===== src/rtl/branch_resolver.sv =====
// Branch resolver: evaluates condition codes against {Z,V,N}, waits out
// in-flight flag writers, issues registered redirect/flush, keeps stats.
module branch_resolver #(
  parameter int PC_W  = 16,
  parameter int IMM_W = 9,
  parameter int CNT_W = 16
) (
  input  logic             clk,
  input  logic             rst,
  input  logic             br_valid,
  output logic             br_ready,
  input  logic [2:0]       br_cond,
  input  logic             br_is_reg,
  input  logic             br_pred_taken,
  input  logic [PC_W-1:0]  br_pc_plus2,
  input  logic [IMM_W-1:0] br_imm,
  input  logic [PC_W-1:0]  br_reg_target,
  input  logic [2:0]       flagZVN_in,
  input  logic             flag_pending,
  output logic             stall,
  output logic             redirect_valid,
  output logic [PC_W-1:0]  redirect_pc,
  output logic             flush,
  output logic             resolved_taken,
  output logic [CNT_W-1:0] branch_count,
  output logic [CNT_W-1:0] mispredict_count
);

  localparam logic [1:0] S_IDLE = 2'd0;
  localparam logic [1:0] S_WAIT = 2'd1;
  localparam logic [1:0] S_RES  = 2'd2;
  localparam logic [CNT_W-1:0] CNT_MAX = {CNT_W{1'b1}};

  logic [1:0]       state;
  logic [2:0]       cond_q;
  logic             is_reg_q;
  logic             pred_q;
  logic [PC_W-1:0]  pc_q;
  logic [IMM_W-1:0] imm_q;
  logic [PC_W-1:0]  tgt_q;

  logic             idle;
  logic             go;
  logic [2:0]       cond_s;
  logic             is_reg_s;
  logic             pred_s;
  logic [PC_W-1:0]  pc_s;
  logic [IMM_W-1:0] imm_s;
  logic [PC_W-1:0]  tgt_s;
  logic             z;
  logic             v;
  logic             n;
  logic             taken;
  logic             mis;
  logic [PC_W-1:0]  off;
  logic [PC_W-1:0]  target;

  assign idle     = (state == S_IDLE);
  assign br_ready = rst & idle;
  assign stall    = ~idle;

  // Resolution happens on the edge that enters RESOLVE, so the
  // redirect is visible for exactly the RESOLVE cycle.
  assign go = (idle && br_valid &&
               !(br_cond != 3'b111 && flag_pending)) ||
              (state == S_WAIT && !flag_pending);

  assign cond_s   = idle ? br_cond       : cond_q;
  assign is_reg_s = idle ? br_is_reg     : is_reg_q;
  assign pred_s   = idle ? br_pred_taken : pred_q;
  assign pc_s     = idle ? br_pc_plus2   : pc_q;
  assign imm_s    = idle ? br_imm        : imm_q;
  assign tgt_s    = idle ? br_reg_target : tgt_q;

  assign {z, v, n} = flagZVN_in;

  always_comb begin
    taken = 1'b1;
    unique case (cond_s)
      3'b000:  taken = ~z;
      3'b001:  taken = z;
      3'b010:  taken = ~z & ~n;
      3'b011:  taken = n;
      3'b100:  taken = z | ~n;
      3'b101:  taken = z | n;
      3'b110:  taken = v;
      default: taken = 1'b1;
    endcase
  end

  assign off = {{(PC_W-IMM_W-1){imm_s[IMM_W-1]}}, imm_s, 1'b0};
  assign target = is_reg_s ? tgt_s : pc_s + off;
  assign mis = (taken != pred_s);

  always_ff @(posedge clk or negedge rst) begin
    if (!rst) begin
      state    <= S_IDLE;
      cond_q   <= '0;
      is_reg_q <= 1'b0;
      pred_q   <= 1'b0;
      pc_q     <= '0;
      imm_q    <= '0;
      tgt_q    <= '0;
    end else begin
      unique case (state)
        S_IDLE: begin
          if (br_valid) begin
            cond_q   <= br_cond;
            is_reg_q <= br_is_reg;
            pred_q   <= br_pred_taken;
            pc_q     <= br_pc_plus2;
            imm_q    <= br_imm;
            tgt_q    <= br_reg_target;
            state    <= go ? S_RES : S_WAIT;
          end
        end
        S_WAIT: begin
          if (!flag_pending) state <= S_RES;
        end
        default: state <= S_IDLE;
      endcase
    end
  end

  always_ff @(posedge clk or negedge rst) begin
    if (!rst) begin
      redirect_valid   <= 1'b0;
      flush            <= 1'b0;
      redirect_pc      <= '0;
      resolved_taken   <= 1'b0;
      branch_count     <= '0;
      mispredict_count <= '0;
    end else begin
      redirect_valid <= 1'b0;
      flush          <= 1'b0;
      if (go) begin
        resolved_taken <= taken;
        redirect_valid <= mis;
        flush          <= mis;
        if (mis) redirect_pc <= taken ? target : pc_s;
        if (branch_count != CNT_MAX)
          branch_count <= branch_count + 1'b1;
        if (mis && mispredict_count != CNT_MAX)
          mispredict_count <= mispredict_count + 1'b1;
      end
    end
  end

endmodule


===== config.mk =====
export PLATFORM = sky130hd
export DESIGN_NAME = branch_resolver
export DESIGN_NICKNAME = d
export VERILOG_FILES = /design/src/rtl/branch_resolver.sv
export SDC_FILE = /design/constraint.sdc
export NUM_CORES = 1
export LEC_CHECK = 0
export ABC_AREA = 1
export BUFFER_PORTS_ARGS = -buffer_cell sky130_fd_sc_hd__buf_2
export CAP_MARGIN = 15
export CORE_MARGIN = 5
export CORE_UTILIZATION = 50
export CTS_CLUSTER_SIZE = 20
export DETAILED_ROUTE_END_ITERATION = 8
export GPL_ROUTABILITY_DRIVEN = 0
export GPL_TIMING_DRIVEN = 0
export PLACE_DENSITY = 0.68
export SYNTH_ARGS = -nofsm -noshare
export SYNTH_HDL_FRONTEND = slang
export SYNTH_SLANG_ARGS = --single-unit

===== constraint.sdc =====
create_clock -name clk -period 9 [get_ports clk]
set_input_delay 1.35 -clock clk [delete_from_list [all_inputs] [get_ports clk]]
set_output_delay 1.35 -clock clk [all_outputs]
set_load 0.02 [all_outputs]

# Word-level counts from Yosys, hierarchy flattened
# Index checks and enable logic that the tools add are counted.
dict set report classes {
  addsub 3
  eq_ne 13
  muxes 14
  n_bitwise 7
  reduce_logical 15
}
# operator count
set ops {}
lappend ops {{$mux 16} 4}
lappend ops {{$add 16x1->16 const B} 2}
lappend ops {{$ne 16x16->1 const B} 2}
lappend ops {{$add 16x16->16} 1}
lappend ops {{$reduce_and 2->1} 5}
lappend ops {{$eq 3x3->1 const B} 3}
lappend ops {{$mux 9} 1}
lappend ops {{$pmux 1 s7} 1}
lappend ops {{$eq 3x2->1 const B} 2}
lappend ops {{$mux 2} 3}
lappend ops {{$logic_and 1x1->1} 5}
lappend ops {{$ne 2x2->1 const B} 2}
lappend ops {{$pmux 2 s2} 1}
lappend ops {{$eq 3x1->1 const B} 1}
lappend ops {{$logic_not 3->1} 1}
lappend ops {{$mux 1} 3}
lappend ops {{$mux 3} 1}
lappend ops {{$ne 3x3->1 const B} 1}
lappend ops {{$not 1->1} 3}
lappend ops {{$and 1x1->1} 2}
lappend ops {{$eq 2x1->1 const B} 1}
lappend ops {{$logic_not 1->1} 2}
lappend ops {{$logic_not 2->1} 1}
lappend ops {{$or 1x1->1} 2}
lappend ops {{2 further kinds} 2}
dict set report totals {
  register_bits 98
  in_bits 53
  out_inout_bits 53
  wordCells 64
}

# Depth between registers and ports, before layout
dict set report depth {
  word_depth 8
  depth_mapped 22
  depth_no_buf 21
}

# Worst setup path after synthesis
# Ideal clock, no wire load.
dict set report synth_path {
  path_type {input port to flip-flop}
  from {input br_imm[0]}
  to {register redirect_pc[13]}
  setup_time_ns 0.117
  arrival_time_ns 2.986
  required_ns 8.883
  path_slack_ns 5.897
  stages 19
  n_path_buf 0
  path_cell_list {inv_1 > o21ai_0 > ha_1 > inv_1 > fa_1 > inv_1 > nand3_1 > nand3_1 > nand2_1 > nand2_1 > nand2_1 > nand2_1 > nand2_1 > nand3_1 > nand2_1 > nand2_1 > nand2_1 > nand2_1 > nand2_1}
}
dict set report synth_between {
  elab_chain_len 4
}
# element line_no
set synth_rtl {}
lappend synth_rtl {{start, declared} 16} ;# input logic [IMM_W-1:0] br_imm,
lappend synth_rtl {{$mux 9} 72} ;# assign imm_s = idle ? br_imm : imm_q;
lappend synth_rtl {{$add 16x16->16} 92} ;# assign target = is_reg_s ? tgt_s : pc_s + off;
lappend synth_rtl {{$mux 16} 92}
lappend synth_rtl {{$mux 16} 140} ;# if (mis) redirect_pc <= taken ? target : pc_s;
lappend synth_rtl {{end signal, assigned} 140}
lappend synth_rtl {{end, declared} 22} ;# output logic [PC_W-1:0] redirect_pc,
# No other way between the ends.
# A chain may end at the register's enable or synchronous reset.

# Worst setup path after layout
dict set report layout_path {
  from {input rst}
  to {output br_ready}
}
dict set report layout_between {
  elab_chain_len 1
}
# element line_no
set layout_rtl {}
lappend layout_rtl {{start, declared} 9} ;# input logic rst,
lappend layout_rtl {{$and 1x1->1} 59} ;# assign br_ready = rst & idle;
lappend layout_rtl {{end, declared} 11} ;# output logic br_ready,
# No other way between the ends.

==> impl_metrics.yaml <==
synthesis:
  ys_seq_area_frac: 0.4005
  synth_area_mm2: 0.006123
  yosysTopAreaCell: "dfrtp_1"
  ys_seq_elements: 98
  synthTopCellsByCount: "nand2_1, dfrtp_1, inv_1, o21ai_0, nor2_1"
  synth_area_leaders: "dfrtp_1, nand2_1, o21ai_0"
  synth-edff-count: 0
  ys_warn_count: 0
  yosysMostFrequentCell: "nand2_1"
  synth_cells: 867
  ys_types: 40
  syn-mean-instance-area_um2: 7.063
  synth_fp_nets: 937
  async_reset_ff_frac: 1.000
  ys.flop_type: "dfrtp_1"
  yosysTopAreaCellShare: 0.4005
clock_network:
  cts_sinks: 98
  htreeDepth: 3
  clk_latency_ns: 0.35
  post_cts_resized: 0
  cts_buffers: 9
  cts_root_buffer: "clkbuf_16"
  hold_buffers: 0
  post_cts_buffers: 0
  cts_buffer_depth: 2
  cts_tree: "built"
  clkSlewWorstSetupHoldPaths_ns: 0.06
power:
  p_leak_uw: 0.003876
  powerDensity_mw_per_mm2: 269.1
  ir_worst_vdd_mv: 0.1308
sta:
  relSlewSlack: 0.5807
  max_freq_mhz: 279.2
  rsz0062_at_grt: "no"
  setup_ws_ns: 5.418
  post-route-min-period_ns: 3.582
  setup_viol: 0
  fin_setup_tns_ns: 0
  hold_violations: 0
  fin_crit_sh: 0.3980
  skew_ns: 0.01196
  timing.final.max_slew_violations: 0
  holdWs_ns: 0.4635
  tightest_slew_ns: 0.6290
placement:
  port_buffers: 105
  dp_slack_ns: 5.335
  dp_hpwl_um: 12300
setup_path:
  cp_data_arrival_time_ns: 2.23
  endpoint_kind: "primary output"
  crit_chain: "buf_4 > inv_1 > nor2_1 > buf_2"
  cp_slowest_stage_delay_ns: 0.48
  cp.required_ns: 7.65
  critPathLaunchType: "input pin"
  cp_slowest_cell: "buf_4"
  worst-setup-path-type: "input pin to primary output"
  crit_fanout: 45
drt:
  drt-pass1-iter-count: 4
  antenna_left: 0
  route.detailed.drc: 0
  vias_per_cell: 5.132
  wire_per_inst_um: 14.12
  drtIter0Drc: 396
  vias: 5830
  routed_wl_um: 16040
layout:
  final_nets: 1054
  drive_gt1_frac: 0.1496
  diodes: 0
  area_growth_pct: 16.55
  fill_cells: 1153
global_routing:
  grt_pass1_wl_um: 26480
  track_usage: 0.2299
  overflow: 0
  grt_pass1_vias: 5231
  antenna_found_initial: 0
  grt_max_degree: 56
floorplanning:
  start_util: 0.5098
  core_mm2: 0.01201
  die_w_um: 120.7
  die_y_um: 120.7
  placementRows: 40
  io_pins: 106
  dieArea_mm2: 0.01456
worst_hold_path:
  hold_class: "register to register"
run_status:
  status: "complete, no violations"
job:
  cap_violations: 0
cells in the final DEF, fill, tap and decap left out, types with 2 or more instances in the layout:
cell / instances
nand2_2: 7
nand2_1: 325
clkinv_4: 2
inv_2: 2
inv_1: 97
xnor2_1: 11
nand2_4: 2
a21oi_1: 11
clkbuf_1: 19
ha_1: 16
buf_6: 2
nand4_1: 25
nor3_1: 11
buf_2: 109
nor2_1: 48
dfrtp_1: 98
xor2_1: 19
buf_4: 5
clkbuf_16: 9
nand3_1: 42
o211ai_1: 8
buf_1: 3
clkinv_2: 2
o21ai_0: 91
mux2i_1: 5
sequential cells by signal, indices dropped and copies added, names as in the netlist:
name,flops
tgt_q,16
cond_q,3
flush,1
mispredict_count,16
state,2
pc_q,16
redirect_pc,16
imm_q,9
resolved_taken,1
pred_q,1
is_reg_q,1
branch_count,16
per-layer routing:
layer,GRT usage,wire (µm)
met1,0.3556,8166
met2,0.3259,6752
met3,0.03601,865
met4,0.07649,251
met5,0,0
power by group:
group / internal, µW / switching (µW)
Sequential: 555 / 72.9
Combinational: 308 / 621
Clock: 195 / 168
worst max-delay path, delay by kind of cell:
family | cells | cell delay [ns]
buffers and inverters | 3 | 0.74
and+or+nand+nor | 1 | 0.12
final cells by class:
type | instances | area, µm² | share of cell area
Tap cell | 147 | 183.9 | 0.02577
Sequential cell | 98 | 2452 | 0.3436
Inverter | 100 | 375.4 | 0.05259
Timing Repair Buffer | 106 | 555.5 | 0.07784
Clock inverter | 4 | 27.53 | 0.003857
Buffer | 31 | 152.6 | 0.02139
Clock buffer | 12 | 246.5 | 0.03454
Multi-Input combinational cell | 638 | 3143 | 0.4404
worst paths after layout:
path / endpoint / depth (start not counted) / startpoint / slack, ns
min in group asynchronous: imm_q[7] / 1 / rst / 1.01
worst min register to register: redirect_pc[1] / 2 / redirect_pc[1] / 0.46
max in group asynchronous: mispredict_count[6] / 2 / rst / 7.32
worst min-delay path: redirect_pc[1] / 2 / redirect_pc[1] / 0.46
worst max register to register: redirect_pc[7] / 20 / state[0] / 5.47
worst max-delay path: br_ready / 4 / rst / 5.42
logic make-up (layout without fill, tap and decap cells):
family | Yosys count | after routing | synth area share
flip-flops | 98 | 98 | 0.4005
multiplexers | 5 | 5 | 0.008174
adder cells (fa/ha/maj) | 17 | 17 | 0.03596
AND/OR/NAND/NOR | 468 | 468 | 0.3224
AO/OA/AOI/OAI | 118 | 118 | 0.1038
buffers and inverters | 131 | 253 | 0.08623
XOR/XNOR | 30 | 30 | 0.04291
metrics by stage:
step / total power (µW) / cell area, µm² / utilization / cells
after global placement: 1547 / 6833 / 0.5689 / 1119
after detailed placement: 1560 / 6863 / 0.5714 / 1120
final: 1920 / 7137 / 0.5942 / 1136
after floorplan: 1289 / 6123 / - / 867
after CTS: 1930 / 7137 / 0.5942 / 1136
after global routing: 2091 / 7137 / 0.5942 / 1136
Note: power is estimated with default switching activity, not from simulation.
